**src/rtl/mixer_tree_scheduler_pkg.sv**
```systemverilog
// Shared types and constants for the mixing-tree scheduler.
package mfda_sched_pkg;

    typedef enum logic [2:0] {
        IDLE     = 3'd0,
        LOAD     = 3'd1,
        MIX_LEAF = 3'd2,
        XFER     = 3'd3,
        MIX_ROOT = 3'd4,
        FLUSH    = 3'd5
    } phase_e;

    localparam int unsigned LEAVES_PER_TREE   = 4;
    localparam int unsigned MIXERS_PER_LEVEL1 = 2;

    // A zero-length phase would never terminate cleanly, so it runs for one cycle.
    function automatic int unsigned phase_len(input int unsigned n);
        return (n == 0) ? 1 : n;
    endfunction

endpackage

```
**src/rtl/mixer_tree_scheduler_arbiter.sv**
```systemverilog
// Combinational round-robin arbiter: first set request at or after ptr, wrapping.
module rr_arbiter #(
    parameter  int unsigned N     = 4,
    localparam int unsigned IDX_W = (N > 1) ? $clog2(N) : 1
) (
    input  logic [N-1:0]     req,
    input  logic [IDX_W-1:0] ptr,
    output logic [IDX_W-1:0] grant,
    output logic             grant_valid
);

    // Scan the requesters starting from the pointer and keep the first hit.
    always_comb begin
        int unsigned idx;
        grant       = '0;
        grant_valid = 1'b0;
        idx         = 0;
        for (int unsigned i = 0; i < N; i++) begin
            idx = (32'(ptr) + i) % N;
            if (!grant_valid && req[idx]) begin
                grant       = IDX_W'(idx);
                grant_valid = 1'b1;
            end
        end
    end

endmodule

```
**src/rtl/mixer_tree_scheduler.sv**
```systemverilog
// Grants one mixing tree at a time and sequences its valves and mixers
// through LOAD -> MIX_LEAF -> XFER -> MIX_ROOT -> FLUSH.
module mixer_tree_scheduler
    import mfda_sched_pkg::*;
#(
    parameter  int unsigned NUM_TREES    = 4,
    parameter  int unsigned LOAD_CYCLES  = 8,
    parameter  int unsigned MIX_CYCLES   = 16,
    parameter  int unsigned XFER_CYCLES  = 8,
    parameter  int unsigned FLUSH_CYCLES = 8,
    parameter  int unsigned CNT_W        = 8,
    localparam int unsigned IDX_W        = (NUM_TREES > 1) ? $clog2(NUM_TREES) : 1
) (
    input  logic                                   clk,
    input  logic                                   rst_n,
    input  logic [NUM_TREES-1:0]                   req,
    input  logic                                   abort,
    output logic [LEAVES_PER_TREE*NUM_TREES-1:0]   inlet_open,
    output logic [MIXERS_PER_LEVEL1*NUM_TREES-1:0] leaf_mix_en,
    output logic [MIXERS_PER_LEVEL1*NUM_TREES-1:0] xfer_open,
    output logic [NUM_TREES-1:0]                   root_mix_en,
    output logic [NUM_TREES-1:0]                   outlet_open,
    output logic                                   busy,
    output logic [IDX_W-1:0]                       active_tree,
    output logic [NUM_TREES-1:0]                   done,
    output logic                                   aborted
);

    localparam logic [CNT_W-1:0] LOAD_RL  = CNT_W'(phase_len(LOAD_CYCLES) - 1);
    localparam logic [CNT_W-1:0] MIX_RL   = CNT_W'(phase_len(MIX_CYCLES) - 1);
    localparam logic [CNT_W-1:0] XFER_RL  = CNT_W'(phase_len(XFER_CYCLES) - 1);
    localparam logic [CNT_W-1:0] FLUSH_RL = CNT_W'(phase_len(FLUSH_CYCLES) - 1);

    phase_e                                 state, state_nxt;
    logic [CNT_W-1:0]                       cnt, cnt_nxt;
    logic [IDX_W-1:0]                       ptr, ptr_nxt, tree_nxt;
    logic [IDX_W-1:0]                       grant;
    logic                                   grant_valid;
    logic                                   drain, drain_nxt;

    logic [LEAVES_PER_TREE*NUM_TREES-1:0]   inlet_nxt;
    logic [MIXERS_PER_LEVEL1*NUM_TREES-1:0] leaf_nxt, xfer_nxt;
    logic [NUM_TREES-1:0]                   root_nxt, outlet_nxt, done_nxt;
    logic                                   busy_nxt, aborted_nxt;

    rr_arbiter #(.N(NUM_TREES)) u_arb (
        .req         (req),
        .ptr         (ptr),
        .grant       (grant),
        .grant_valid (grant_valid)
    );

    // Phase state register.
    always_ff @(posedge clk) begin
        if (!rst_n) state <= IDLE;
        else        state <= state_nxt;
    end

    // Next phase, counter reload/decrement, grant capture and abort-drain tracking.
    always_comb begin
        state_nxt = state;
        cnt_nxt   = cnt;
        ptr_nxt   = ptr;
        tree_nxt  = active_tree;
        drain_nxt = drain;
        unique case (state)
            IDLE: begin
                if (grant_valid) begin
                    state_nxt = LOAD;
                    cnt_nxt   = LOAD_RL;
                    tree_nxt  = grant;
                    ptr_nxt   = (grant == IDX_W'(NUM_TREES - 1)) ? '0 : grant + IDX_W'(1);
                    drain_nxt = 1'b0;
                end
            end
            LOAD, MIX_LEAF, XFER, MIX_ROOT: begin
                if (abort) begin
                    state_nxt = FLUSH;
                    cnt_nxt   = FLUSH_RL;
                    drain_nxt = 1'b1;
                end else if (cnt != '0) begin
                    cnt_nxt = cnt - CNT_W'(1);
                end else begin
                    unique case (state)
                        LOAD:     begin state_nxt = MIX_LEAF; cnt_nxt = MIX_RL;   end
                        MIX_LEAF: begin state_nxt = XFER;     cnt_nxt = XFER_RL;  end
                        XFER:     begin state_nxt = MIX_ROOT; cnt_nxt = MIX_RL;   end
                        default:  begin state_nxt = FLUSH;    cnt_nxt = FLUSH_RL; end
                    endcase
                end
            end
            FLUSH: begin
                if (cnt != '0) cnt_nxt = cnt - CNT_W'(1);
                else           state_nxt = IDLE;
            end
            default: state_nxt = IDLE;
        endcase
    end

    // Moore decode of the upcoming phase and tree, plus completion pulses.
    always_comb begin
        inlet_nxt   = '0;
        leaf_nxt    = '0;
        xfer_nxt    = '0;
        root_nxt    = '0;
        outlet_nxt  = '0;
        done_nxt    = '0;
        aborted_nxt = 1'b0;
        busy_nxt    = (state_nxt != IDLE);
        unique case (state_nxt)
            LOAD:     inlet_nxt[32'(tree_nxt)*LEAVES_PER_TREE +: LEAVES_PER_TREE]   = '1;
            MIX_LEAF: leaf_nxt[32'(tree_nxt)*MIXERS_PER_LEVEL1 +: MIXERS_PER_LEVEL1] = '1;
            XFER:     xfer_nxt[32'(tree_nxt)*MIXERS_PER_LEVEL1 +: MIXERS_PER_LEVEL1] = '1;
            MIX_ROOT: root_nxt[tree_nxt]   = 1'b1;
            FLUSH:    outlet_nxt[tree_nxt] = 1'b1;
            default:  ;
        endcase
        if (state == FLUSH && cnt == '0) begin
            if (drain) aborted_nxt = 1'b1;
            else       done_nxt[active_tree] = 1'b1;
        end
    end

    // Datapath and registered outputs.
    always_ff @(posedge clk) begin
        if (!rst_n) begin
            cnt         <= '0;
            ptr         <= '0;
            drain       <= 1'b0;
            active_tree <= '0;
            inlet_open  <= '0;
            leaf_mix_en <= '0;
            xfer_open   <= '0;
            root_mix_en <= '0;
            outlet_open <= '0;
            busy        <= 1'b0;
            done        <= '0;
            aborted     <= 1'b0;
        end else begin
            cnt         <= cnt_nxt;
            ptr         <= ptr_nxt;
            drain       <= drain_nxt;
            active_tree <= tree_nxt;
            inlet_open  <= inlet_nxt;
            leaf_mix_en <= leaf_nxt;
            xfer_open   <= xfer_nxt;
            root_mix_en <= root_nxt;
            outlet_open <= outlet_nxt;
            busy        <= busy_nxt;
            done        <= done_nxt;
            aborted     <= aborted_nxt;
        end
    end

endmodule

```
**config.mk**
```make
export PLATFORM = sky130hd
export DESIGN_NAME = mixer_tree_scheduler
export DESIGN_NICKNAME = d
export VERILOG_FILES = /design/src/rtl/mixer_tree_scheduler_pkg.sv /design/src/rtl/mixer_tree_scheduler_arbiter.sv /design/src/rtl/mixer_tree_scheduler.sv
export SDC_FILE = /design/constraint.sdc
export NUM_CORES = 1
export LEC_CHECK = 0
export ABC_AREA = 0
export BUFFER_PORTS_ARGS = -buffer_cell sky130_fd_sc_hd__buf_2
export CORE_AREA = 4 4 68 70
export DETAILED_ROUTE_END_ITERATION = 16
export DIE_AREA = 0 0 72 74
export PLACE_DENSITY = 0.76
export REMOVE_ABC_BUFFERS = 1
export SYNTH_ARGS = -nofsm -noshare
export SYNTH_HDL_FRONTEND = slang
export SYNTH_SLANG_ARGS = --single-unit
```
**constraint.sdc**
```tcl
create_clock -name clk -period 2.25 [get_ports clk]
set_clock_uncertainty 0.05 [all_clocks]
set_input_delay 0.45 -clock clk [delete_from_list [all_inputs] [get_ports clk]]
set_output_delay 0.45 -clock clk [all_outputs]
set_load 0.02 [all_outputs]
```
======== Word level (Yosys, flattened, before mapping) ========
Index checks and enable logic that the tools add are counted.
storage, ports and cells
  bits in registers ....................... 62
  logic and storage cells ................. 116
cells by class
  add/subtract/negate cells ............... 7
  order comparisons ....................... 8
  equal/unequal tests ..................... 14
  shift operators ......................... 4
  muxes and demuxes ....................... 39
  bitwise logic cells ..................... 4
  reductions and logical operators ........ 27
operator list
  cell                        count
  $neg A3 Y34                 1
  $neg A4 Y34                 1
  $shift A2 B34 Y8 const A    1
  $shift A4 B34 Y16 const A   1
  $shiftx A2 B34 Y8 const A   1
  $shiftx A4 B34 Y16 const A  1
  $mux W8                     4
  $pmux W8 S3                 1
  $lt A2 B3 Y1 const B        6
  $pmux W3 S3                 2
  $and A16 B16 Y16            1
  $mux W2                     7
  $reduce_and A2 Y1           7
  $mux W1                     13
  $eq A3 B2 Y1 const B        4
  $eq A3 B3 Y1 const B        4
  $mux W3                     4
  $and A8 B8 Y8               1
  $bmux W1 S2                 4
  $logic_not A8 Y1            1
  $reduce_bool A8 Y1          1
  $sub A8 B1 Y8 const B       1
  $eq A3 B1 Y1 const B        2
  $logic_and A1 B1 Y1         6
  17 further kinds            28

======== Logic depth before layout (Yosys ltp) ========
Gate-level depths: netlist (run 1).
  depth after elaboration ................. 18
  depth in mapped cells ................... 8
  mapped depth without buffers ............ 8

======== By module ========
Synthesis (run 1) repeated with hierarchy kept, for this count alone.
second synthesis, totals
  cells, all modules ...................... 248
  area, all modules ....................... 2223.4 um2
modules (own cells, without submodules)
  module                times used  cells an instance  area an instance (um2)  seq. area each (um2)
  mixer_tree_scheduler  1           233                2145.8                  840.8
  rr_arbiter            1           15                 77.6                    0.0

======== Worst setup path after synthesis (run 1) ========
Ideal clock, no wire load.
  kind .................................... register to register
  from .................................... reg cnt[2]
  to ...................................... reg xfer_open[3]
  arrival time ............................ 1865 ps
  data required time ...................... 2135 ps
  setup slack ............................. 269 ps
  stages on the path, launching flop included .. 7
  cell sequence ........................... dfxtp_1 -> or4_4 -> nor3_4 -> o41a_4 -> o21ai_2 -> or4_4 -> nor2_1
on the way
  longest elaborated chain between the ends .. 6
  elaborated cells on any way between the ends .. 7
  those cells by class .................... eq/ne: 1; mux: 4; reduce/logical: 2
RTL lines
  element                          RTL line                                                text
  start: declaration               mixer_tree_scheduler.sv:35                              logic [CNT_W-1:0] cnt, cnt_nxt;
  start signal: assignment         mixer_tree_scheduler.sv:140                             cnt <= cnt_nxt;
  $reduce_bool A8 Y1 (*)           mixer_tree_scheduler.sv:81, mixer_tree_scheduler.sv:93
  $mux W3                          mixer_tree_scheduler.sv:81                              end else if (cnt != '0) begin
  $mux W3                          mixer_tree_scheduler.sv:77                              if (abort) begin
  $pmux W3 S3 (*)                  mixer_tree_scheduler.sv:66                              unique case (state)
  $eq A3 B2 Y1 (*)                 mixer_tree_scheduler.sv:110                             unique case (state_nxt)
  $reduce_and A2 Y1 (no line) (*)  n/a
  end signal: assignment           mixer_tree_scheduler.sv:146                             xfer_open <= xfer_nxt;
  end: declaration                 mixer_tree_scheduler.sv:20                              output logic [MIXERS_PER_LEVEL1*NUM_TREES-1:0] xfer_open,
Mark *: on every way between the ends. The rest lies on a longest branch, timed or not.
A chain may end at the register's enable or synchronous reset.

======== Final worst setup path (run 1) ========
  from .................................... reg cnt[2]
  to ...................................... reg xfer_open[5]
The elaborated chain is that of the path after synthesis.

==> results.md, run 1 <==
* Total routed wirelength at 4070 um
* Gr ovfl total at 0
* Clk sinks at 42
* RR Endpoint: xfer_open[5]$_SDFF_PN0_
* R2R Setup Slk at 0.12 ns
* CP max stage cell: or4_4
* H-tree depth at 2
* Slew Limit Fails at 0
* Worst setup EP type: flip-flop
* Top layer in use: met4
* Largest net degree at the start of global routing at 22
* CP arrival at 2.30 ns
* CP cell instances: or4_4 > nor3_4 > o41a_4 > o21ai_2 > or4_4 > nor2_1
* CTS clock-pin slew for the worst setup and hold paths at 0.08 ns
* Top cells by area, synth: dfxtp_1 43%, buf_4 7.6%, nor2_1 6.5%, nand2_1 3.4%, nand2b_1 2.9%
* P per Cell Area at 792 nW/um2
* Metal2 WL at 1980 um
* Mux cell area share after synthesis at 2.16%
* Post-synthesis compound-gate area fraction at 13.3%
* Crit-path max cell delay at 0.58 ns
* Max_cap viols at 0
* TritonCTS buffer count at 5
* Main combinational cell family by area after synthesis: simple AND/OR/NAND/NOR gates
* Routed WL per cell at 12.7 um
* CTS root buf: clkbuf_8
* HP Class: reg2reg
* Final TNS setup at 0 ns
* Final Hold Violating Endpoints at 0
* Vias in the first global route at 1465
* Leakage at 0.00106 uW
* FF+latch count, synth at 42
* Fin crit period at 2.13 ns
* Via density per instance at 5.25
* Status: complete, no violations
* Wl on met1 at 1720 um
* # port buffers at 54
* I/O Pins at 55
* Sequential share of the synthesized area at 42.6%
* Adder-Cell Fraction of Synth Area at 1.90%
* Critical Path Sink: xfer_open[5]$_SDFF_PN0_
* Vias at 1675
* Share of the synthesized area in the top cell type at 42.6%
* Max-slew headroom at the worst pin at 65.8%
* First-pass GRT wire length at 6510 um
* Netlist cell types at 49
* Buf/Inv on CP at 0
* R2R depth at 6
* Crit Reg-Reg Startpoint: cnt[2]$_SDFFE_PN0P_
* Ys flop type: dfxtp_1
* CTS tree: done
* Finished layout cell area at 2300 um2
* Iter 0 DRT Violations at 64
* Worst-path maximum fanout at 6
* Critical path origin: cnt[2]$_SDFFE_PN0P_
* Final net count at 278
* # setup viols final at 0
* Final routed DRC violation total at 0
* Async SR Flop Fraction at 0%
* Final total power at 1820 uW
* Post-CTS Setup Repair Bufs at 0
* CP delay by family, top: simple AND/OR/NAND/NOR gates
* Gr usage total at 15.2%
* Area Overhead vs Synth at 16.6%
* Fmax at 470 MHz
* Pre-antenna DRT Iters at 4
* Initial antenna violation count at 0
* Metal3 WL at 312 um
* Post-synth EDFFs at 0
* Core footprint at 3970 um2
* DP Area at 2170 um2
* Clock Latency Late Sink at 0.29 ns
* Warnings from Yosys at 0
* RSZ-0062 raised after global routing: no
* Post-synthesis xor/xnor area fraction at 0.444%
* Post-Syn Instances at 226
* Starting Density at 49.7%
* Post-Syn Area per Cell at 8.73 um2
* Layout cells sized above 1 at 30.5%
* Synth area leader: dfxtp_1
* CP Launch Type: flip-flop
* DIE HEIGHT at 74 um
* Stages on the worst setup path at 6
* Final HPWL DP at 3230 um
* Antenna-violating nets left at 0
* Rows at 23
* Ant diodes at 0
* Worst-Margin Slew at 0.504 ns
* Kind of critical path: reg2reg
* Req. time, crit path at 2.43 ns
* Die width at 72 um
* CTS Hold Bufs at 0
* Mapped Area at 1970 um2
* Simple-gate share of the synthesized area at 29.1%
* Die area at 5330 um2
* Peak supply drop at 0.000478 V
* Worst path most repeated cell: or4_4
* RePlAce Congestion at 0.836
* Period utilization at 94.5%
* Clk buf depth at 2
cells in the final DEF (no fill, tap or decap), drive strengths merged, types with 2 or more instances in the layout:
master / count
inv: 7
or2: 2
nor2: 34
nor3b: 3
a21boi: 2
nor3: 5
buf: 61
nand4b: 2
nand2: 19
nor4b: 3
nor4: 6
o22ai: 3
nand2b: 9
a31oi: 2
and3: 4
mux2: 2
ha: 3
a21oi: 10
nor2b: 4
dfxtp: 42
or4: 2
clkbuf: 5
mux2i: 2
and2: 4
o21a: 2
o21ai: 11
or3: 5
per-stage QoR:
stage / hold WS (ns) / setup WS [ns] / util (%) / std cells
after detailed placement: 0.412 / 0.0941 / 54.8 / 311
after global placement: 0.418 / 0.123 / 54.8 / 311
final: 0.432 / 0.123 / 57.9 / 319
after global routing: 0.454 / 0.0167 / 57.9 / 319
after CTS: 0.430 / 0.0656 / 57.6 / 319
after floorplan: 0.409 / 0.269 / - / 200
synth_stat cells (all sizes together), types with 3 or more instances:
master,count
ha,3
and2,4
nor3,5
or3,5
clkbuf,3
nand2b,9
nand2,19
dfxtp,42
nor4b,3
nor2b,4
inv,6
a21oi,10
nor4,6
and3,4
nor3b,3
buf,23
o22ai,3
o21ai,11
nor2,34
state kept, by name (all words and copies together), names as in the netlist:
signal	cells
aborted	1
active_tree	2
busy	1
cnt	8
done	4
drain	1
inlet_open	4
leaf_mix_en	4
outlet_open	4
ptr	2
root_mix_en	4
state	3
xfer_open	4
power breakdown:
group	internal, uW	total [uW]	switching, uW
Combinational	155	394	238
Sequential	784	829	44.9
Clock	333	598	265
worst reg2reg max path, stage by stage, from the launching register on:
cell and delay, ns:
dfxtp_1 0.38, or4_4 0.58, nor3_4 0.23, o41a_4 0.20, o21ai_2 0.06, or4_4 0.44
nor2_1 0.11
layout make-up:
cell class	instances	area (um2)
multi-input cells	152	938
repair buffers	61	323
clock inverters	3	43.8
clock buffers	5	68.8
well taps	50	62.6
inverters	6	22.5
flip-flops and latches	42	841
fillers	333	1670
cell families (layout without fill, tap and decap cells):
family                   Yosys count  count (layout)
AO/OA/AOI/OAI                     39              39
XOR/XNOR                           1               1
adder cells (fa/ha/maj)            3               3
buffers and inverters             32              75
flip-flops                        42              42
multiplexers                       4               4
AND/OR/NAND/NOR                  105             105
what timing repair did:
action	4_1_cts	5_1_grt
gates resized for setup	0	4
hold endpoints to repair	0	0
setup endpoints to repair	0	8
how the worst min path moves through the flow:
stage,from,to,depth (start not counted)
2_1_floorplan,drain$_SDFFE_PN0P_,aborted$_SDFF_PN0_,2
3_3_place_gp,active_tree[1]$_SDFF_PN0_,done[1]$_SDFF_PP0_,1
3_5_place_dp,active_tree[1]$_SDFF_PN0_,done[1]$_SDFF_PP0_,1
4_1_cts,active_tree[1]$_SDFF_PN0_,done[1]$_SDFF_PP0_,1
5_1_grt,active_tree[1]$_SDFF_PN0_,done[1]$_SDFF_PP0_,1
6_report,active_tree[1]$_SDFF_PN0_,done[1]$_SDFF_PP0_,1
metal layers:
layer  track usage [%]  up-vias
li1                  -      843
met1              17.9      764
met2              27.7       61
met3              3.24        7
met4              5.22        0
met5                 0        -
No activity file was read; power rests on OpenSTA's default activity.
==> inputs of run 2 (changes only) <==
--- a/config.mk
+++ b/config.mk
@@ -7,10 +7,12 @@
 export LEC_CHECK = 0
 export ABC_AREA = 0
 export BUFFER_PORTS_ARGS = -buffer_cell sky130_fd_sc_hd__buf_2
-export CORE_AREA = 4 4 68 70
+export CELL_PAD_IN_SITES_DETAIL_PLACEMENT = 1
+export CELL_PAD_IN_SITES_GLOBAL_PLACEMENT = 2
+export CORE_AREA = 4 4 87 89
 export DETAILED_ROUTE_END_ITERATION = 16
-export DIE_AREA = 0 0 72 74
-export PLACE_DENSITY = 0.76
+export DIE_AREA = 0 0 91 93
+export PLACE_DENSITY_LB_ADDON = 0.1
 export REMOVE_ABC_BUFFERS = 1
 export SYNTH_ARGS = -nofsm -noshare
 export SYNTH_HDL_FRONTEND = slang
==> results.md, run 2 (same netlist as run 1, synthesis figures left out) <==
* Post-CTS Setup Repair Bufs at 0 (unchanged)
* Fmax at 478 MHz (was 470 MHz)
* Seq. cell area at 841 um2 (unchanged)
* Vias at 1664 (was 1675)
* Kind of critical path: reg2reg (unchanged)
* Pre-antenna DRT Iters at 3 (was 4)
* Cell Int Power at 1200 uW (was 1270 uW)
* Gate power share at 24.3% (was 21.6%)
* Layout cells sized above 1 at 33.1% (was 30.5%)
* Antenna-violating nets left at 0 (unchanged)
* # setup viols final at 0 (unchanged)
* Slew Limit Fails at 0 (unchanged)
* Area of the multi-input gates at 945 um2 (was 938 um2)
* Sw frac at 32.3% (was 30.1%)
* Ant diodes at 0 (unchanged)
* Worst setup EP type: flip-flop (unchanged)
* Worst-Margin Slew at 0.531 ns (was 0.504 ns)
* Finished layout cell area at 2390 um2 (was 2300 um2)
* RSZ-0062 raised after global routing: no (unchanged)
* CP Launch Type: flip-flop (unchanged)
* Final Util at 35.4% (was 57.9%)
* Leakage at 0.00110 uW (was 0.00106 uW)
* Max_cap viols at 0 (unchanged)
* Final Hold Violating Endpoints at 0 (unchanged)
* Initial antenna violation count at 0 (unchanged)
* Final HPWL DP at 3950 um (was 3230 um)
* Top layer in use: met4 (unchanged)
* Status: complete, no violations (unchanged)
* Metal2 WL at 2340 um (was 1980 um)
* Commonest cells after routing, fill and taps aside: 54 x buf_2, 42 x dfxtp_1, 33 x nor2_1, 18 x nand2_1, 16 x buf_4 (was 54 x buf_2, 42 x dfxtp_1, 33 x nor2_1, 18 x nand2_1, 10 x a21oi_1)
* Area Overhead vs Synth at 21.4% (was 16.6%)
* Gr usage total at 12.3% (was 15.2%)
* Clk sinks at 42 (unchanged)
* Vias in the first global route at 1706 (was 1465)
* P_sw at 573 uW (was 548 uW)
* DIE HEIGHT at 93 um (was 74 um)
* Clk buf depth at 2 (unchanged)
* Clock Latency Late Sink at 0.29 ns (about the same)
* TritonCTS buffer count at 5 (unchanged)
* Routed WL per cell at 13.9 um (was 12.7 um)
* Clock Power Share at 29.1% (was 32.8%)
* Die area at 8460 um2 (was 5330 um2)
* CTS tree: done (unchanged)
* Final routed DRC violation total at 0 (unchanged)
* Flop pwr share at 46.6% (was 45.6%)
* CTS root buf: clkbuf_8 (unchanged)
* CP arrival at 2.27 ns (was 2.30 ns)
* Req. time, crit path at 2.43 ns (about the same)
* Max-slew headroom at the worst pin at 64.3% (was 65.8%)
* Final TNS setup at 0 ns (unchanged)
* RePlAce Congestion at 0.739 (was 0.836)
* DP Area at 2280 um2 (was 2170 um2)
* Core footprint at 6760 um2 (was 3970 um2)
* P per Cell Area at 742 nW/um2 (was 792 nW/um2)
* Most common cell after layout, fill and taps aside: buf_2 (unchanged)
* Starting Density at 29.2% (was 49.7%)
* Metal3 WL at 270 um (was 312 um)
* First-pass GRT wire length at 8540 um (was 6510 um)
* Fill count at 826 (was 333)
* HP Class: reg2reg (unchanged)
* Wl on met1 at 2360 um (was 1720 um)
* Total routed wirelength at 4990 um (was 4070 um)
* Largest net degree at the start of global routing at 16 (was 22)
* Final net count at 287 (was 278)
* Worst-path maximum fanout at 5 (was 6)
* Die width at 91 um (was 72 um)
* Rows at 30 (was 23)
* CTS clock-pin slew for the worst setup and hold paths at 0.09 ns (was 0.08 ns)
* Iter 0 DRT Violations at 33 (was 64)
* I/O Pins at 55 (unchanged)
* Largest register by flop count: cnt (unchanged)
* Fin crit period at 2.09 ns (was 2.13 ns)
* Gr ovfl total at 0 (unchanged)
* Via density per instance at 4.65 (was 5.25)
* H-tree depth at 2 (unchanged)
* Max FFs per register at 8 (unchanged)
* Peak supply drop at 0.000189 V (was 0.000478 V)
* # port buffers at 54 (unchanged)
* Period utilization at 93.0% (was 94.5%)
## run 2: cell types whose count changed in the layout (fill, tap and decap cells not counted), sizes merged
cell / previous run / this run
buf: 61 / 70
bufinv: 1 / 0
clkbuf: 5 / 6
clkinvlp: 0 / 1
inv: 7 / 6
## run 2: critical path, cell delays in order (launching register included)
cell,delay (ns)
dfxtp_1,0.36
or4_4,0.58
nor3_4,0.20
o41a_4,0.22
o21ai_2,0.07
or4_4,0.43
nor2_1,0.11
## run 2: per-layer routing
| metal | GRT usage, % | vias to the layer above |
|---|---|---|
| li1 | - | 864 |
| met1 | 15.8 | 754 |
| met2 | 20.9 | 44 |
| met3 | 2.98 | 2 |
| met4 | 3.02 | 0 |
| met5 | 0 | - |
## run 2: timing repair
| item | CTS | global route |
|---|---|---|
| cloned | 0 | 0 |
| setup endpoints to repair | 1 | 15 |
| pin swaps | 0 | 2 |
| endpoints found under the hold margin | 0 | 0 |
| hold buffers | 0 | 0 |
| gates resized for setup | 1 | 4 |
## run 2: area by class of cell
class | instances | area share (%)
clock inverters | 2 | 0.523
flip-flops and latches | 42 | 35.1
inverters | 6 | 0.941
repair buffers | 70 | 16.3
well taps | 80 | 4.18
clock buffers | 6 | 3.45
multi-input cells | 152 | 39.5
## run 2: worst paths after layout
| kind | end | slack (ns) | start | cells past startpoint |
|---|---|---|---|---|
| min | done[1]$_SDFF_PP0_ | 0.44 | active_tree[1]$_SDFF_PN0_ | 1 |
| max reg2reg | xfer_open[3]$_SDFF_PN0_ | 0.16 | cnt[2]$_SDFFE_PN0P_ | 6 |
| max | xfer_open[3]$_SDFF_PN0_ | 0.16 | cnt[2]$_SDFFE_PN0P_ | 6 |
| min reg2reg | done[1]$_SDFF_PP0_ | 0.44 | active_tree[1]$_SDFF_PN0_ | 1 |
## run 2: per-stage QoR
step           instances  setup WS (ns)  total power (uW)  hold slack (ns)
2_1_floorplan        200          0.269              1120            0.409
3_3_place_gp         350         0.0856              1280            0.435
3_5_place_dp         350         0.0270              1280            0.438
4_1_cts              358         0.0773              1810            0.448
5_1_grt              358        0.00905              1890            0.448
6_report             358          0.158              1780            0.442
## run 2: power groups by stage
stage          logic [uW]  registers [uW]  clock network [uW]
6_report              432             827                 517
5_1_grt               481             837                 576
4_1_cts               437             828                 546
3_5_place_dp          433             845                   0
3_3_place_gp          432             846                   0
2_1_floorplan         221             895                   0
==> inputs of run 3 (changes only) <==
==> constraint.sdc (replaced) <==
create_clock -name clk -period 2.1 [get_ports clk]
set_clock_uncertainty 0.05 [all_clocks]
set_input_delay 0.42 -clock clk [delete_from_list [all_inputs] [get_ports clk]]
set_output_delay 0.42 -clock clk [all_outputs]
set_load 0.02 [all_outputs]
==> results.md, run 3 (same netlist as run 1, synthesis figures left out) <==
* Status: complete, no violations (unchanged)
* Antenna-violating nets left at 0 (unchanged)
* Pre-antenna DRT Iters at 2 (was 3)
* RSZ-0062 raised after global routing: yes (was no)
* CTS tree: done (unchanged)
* Gate power share at 25.9% (was 24.3%)
* Kind of critical path: reg2reg (unchanged)
* Final Util at 38.2% (was 35.4%)
* # port buffers at 54 (unchanged)
* Critical path origin: cnt[2]$_SDFFE_PN0P_ (unchanged)
* Rows at 30 (unchanged)
* CP arrival at 2.24 ns (was 2.27 ns)
* Req. time, crit path at 2.28 ns (was 2.43 ns)
* Gr usage total at 12.7% (was 12.3%)
* Ant diodes at 0 (unchanged)
* CP Launch Type: flip-flop (unchanged)
* CP max stage cell: or4_4 (unchanged)
* CTS root buf: clkbuf_8 (unchanged)
* I/O Pins at 55 (unchanged)
* Area Overhead vs Synth at 30.9% (was 21.4%)
* Final Hold Violating Endpoints at 0 (unchanged)
* Fin worst setup slack at 0.0465 ns (was 0.158 ns)
* Crit Reg-Reg Startpoint: cnt[2]$_SDFFE_PN0P_ (unchanged)
* Most common cell after layout, fill and taps aside: buf_2 (unchanged)
* Die area at 8460 um2 (unchanged)
* Clock Power Share at 31.0% (was 29.1%)
* DIE HEIGHT at 93 um (unchanged)
* Final HPWL DP at 4290 um (was 3950 um)
* Fmax at 487 MHz (was 478 MHz)
* Starting Density at 29.2% (unchanged)
* Period utilization at 97.8% (was 93.0%)
* Final routed DRC violation total at 0 (unchanged)
* Crit-path max cell delay at 0.55 ns (was 0.58 ns)
* RePlAce Congestion at 0.722 (was 0.739)
* Max FFs per register at 8 (unchanged)
* Slew Limit Fails at 0 (unchanged)
* Via density per instance at 4.73 (was 4.65)
* Clock Latency Late Sink at 0.29 ns (about the same)
* Iter 0 DRT Violations at 57 (was 33)
* Worst setup EP type: flip-flop (unchanged)
* P per Cell Area at 795 nW/um2 (was 742 nW/um2)
* CP cell instances: or4_4 > buf_6 > nor3_4 > o41a_4 > o21ai_2 > or4_4 > nor2_1 (was or4_4 > nor3_4 > o41a_4 > o21ai_2 > or4_4 > nor2_1)
* Fin crit period at 2.05 ns (was 2.09 ns)
* H-tree depth at 2 (unchanged)
* # setup viols final at 0 (unchanged)
* Largest net degree at the start of global routing at 16 (unchanged)
* Vias in the first global route at 1771 (was 1706)
* Max-slew headroom at the worst pin at 75.0% (was 64.3%)
* Sw frac at 30.4% (was 32.3%)
* Core footprint at 6760 um2 (unchanged)
* P_sw at 624 uW (was 573 uW)
* Total routed wirelength at 5350 um (was 4990 um)
* Max_cap viols at 0 (unchanged)
* Worst-Margin Slew at 0.372 ns (was 0.531 ns)
* Vias at 1779 (was 1664)
* Routed WL per cell at 14.2 um (was 13.9 um)
* Final net count at 305 (was 287)
* Gr ovfl total at 0 (unchanged)
* Peak supply drop at 0.000273 V (was 0.000189 V)
* HP Start: rst_n (was active_tree[1]$_SDFF_PN0_)
* Flop pwr share at 43.1% (was 46.6%)
* CTS clock-pin slew for the worst setup and hold paths at 0.08 ns (was 0.09 ns)
* Leakage at 0.00120 uW (was 0.00110 uW)
* First-pass GRT wire length at 8650 um (was 8540 um)
* Die width at 91 um (unchanged)
* Clk buf depth at 2 (unchanged)
* TritonCTS buffer count at 5 (unchanged)
* Worst path most repeated cell: or4_4 (unchanged)
* CTS Hold Bufs at 0 (unchanged)
* Largest register by flop count: cnt (unchanged)
* DP Area at 2380 um2 (was 2280 um2)
* DP Worst Slack at -0.0878 ns (was 0.0270 ns)
* Worst-path maximum fanout at 4 (was 5)
* Fill count at 836 (was 826)
* Initial antenna violation count at 0 (unchanged)
* Cell Int Power at 1430 uW (was 1200 uW)
* Clk sinks at 42 (unchanged)
* Finished layout cell area at 2580 um2 (was 2390 um2)
* HP Class: in2reg (was reg2reg)
* Commonest cells after routing, fill and taps aside: 54 x buf_2, 41 x dfxtp_1, 33 x buf_4, 31 x nor2_1, 18 x nand2_1 (was 54 x buf_2, 42 x dfxtp_1, 33 x nor2_1, 18 x nand2_1, 16 x buf_4)
* Layout cells sized above 1 at 39.2% (was 33.1%)
## run 3: worst max-delay path: cells and delay by family (launching register included)
family,cells,cell delay [ns]
flops,1,0.32
compound gates,2,0.24
buf+inv,1,0.14
simple gates,4,1.24
## run 3: layout make-up
class | instances | area [um2] | share of cell area (%)
multi-input combinational | 152 | 977 | 37.9
sequential | 42 | 842 | 32.6
timing repair buffer | 88 | 529 | 20.5
tap | 80 | 100 | 3.88
clock buffer | 6 | 72.6 | 2.81
clock inverter | 2 | 37.5 | 1.45
inverter | 6 | 22.5 | 0.873
## run 3: power groups by stage
stage          Clock, uW  Combinational (uW)  Sequential, uW
6_report             637                 530             885
5_1_grt              689                 586             895
4_1_cts              657                 517             886
3_5_place_dp           0                 505             905
3_3_place_gp           0                 503             902
2_1_floorplan          0                 236             959
## run 3: timing repair
action                     4_1_cts  5_1_grt
cloned                           0        0
gates resized for setup          3       12
buffers inserted                 1        3
pin swaps                        2        3
setup endpoints to repair        6       24
## run 3: worst paths after layout
path / endpoint / slack, ns / cells past startpoint
hold / removal: active_tree[0]$_SDFF_PN0_ / 0.42 / 2
setup reg to reg: xfer_open[5]$_SDFF_PN0_ / 0.05 / 7
setup / recovery: xfer_open[5]$_SDFF_PN0_ / 0.05 / 7
hold reg to reg: done[1]$_SDFF_PP0_ / 0.44 / 1
## run 3: layer usage
metal  routed length (um)  vias to the layer above  track usage, %
met5                    0                        -               0
met4                   51                        0            3.02
met3                  262                        6            3.14
met2                 2660                       42            22.9
met1                 2380                      833            15.1
li1                     -                      898               -
## run 3: per-stage QoR
stage	hold WS (ns)	TNS, ns	instances	power (uW)
4_1_cts	0.412	-0.00276	373	2060
3_5_place_dp	0.435	-0.145	364	1410
3_3_place_gp	0.425	-0.0121	364	1410
5_1_grt	0.418	-0.0629	376	2170
6_report	0.415	0	376	2050
2_1_floorplan	0.409	0	200	1200
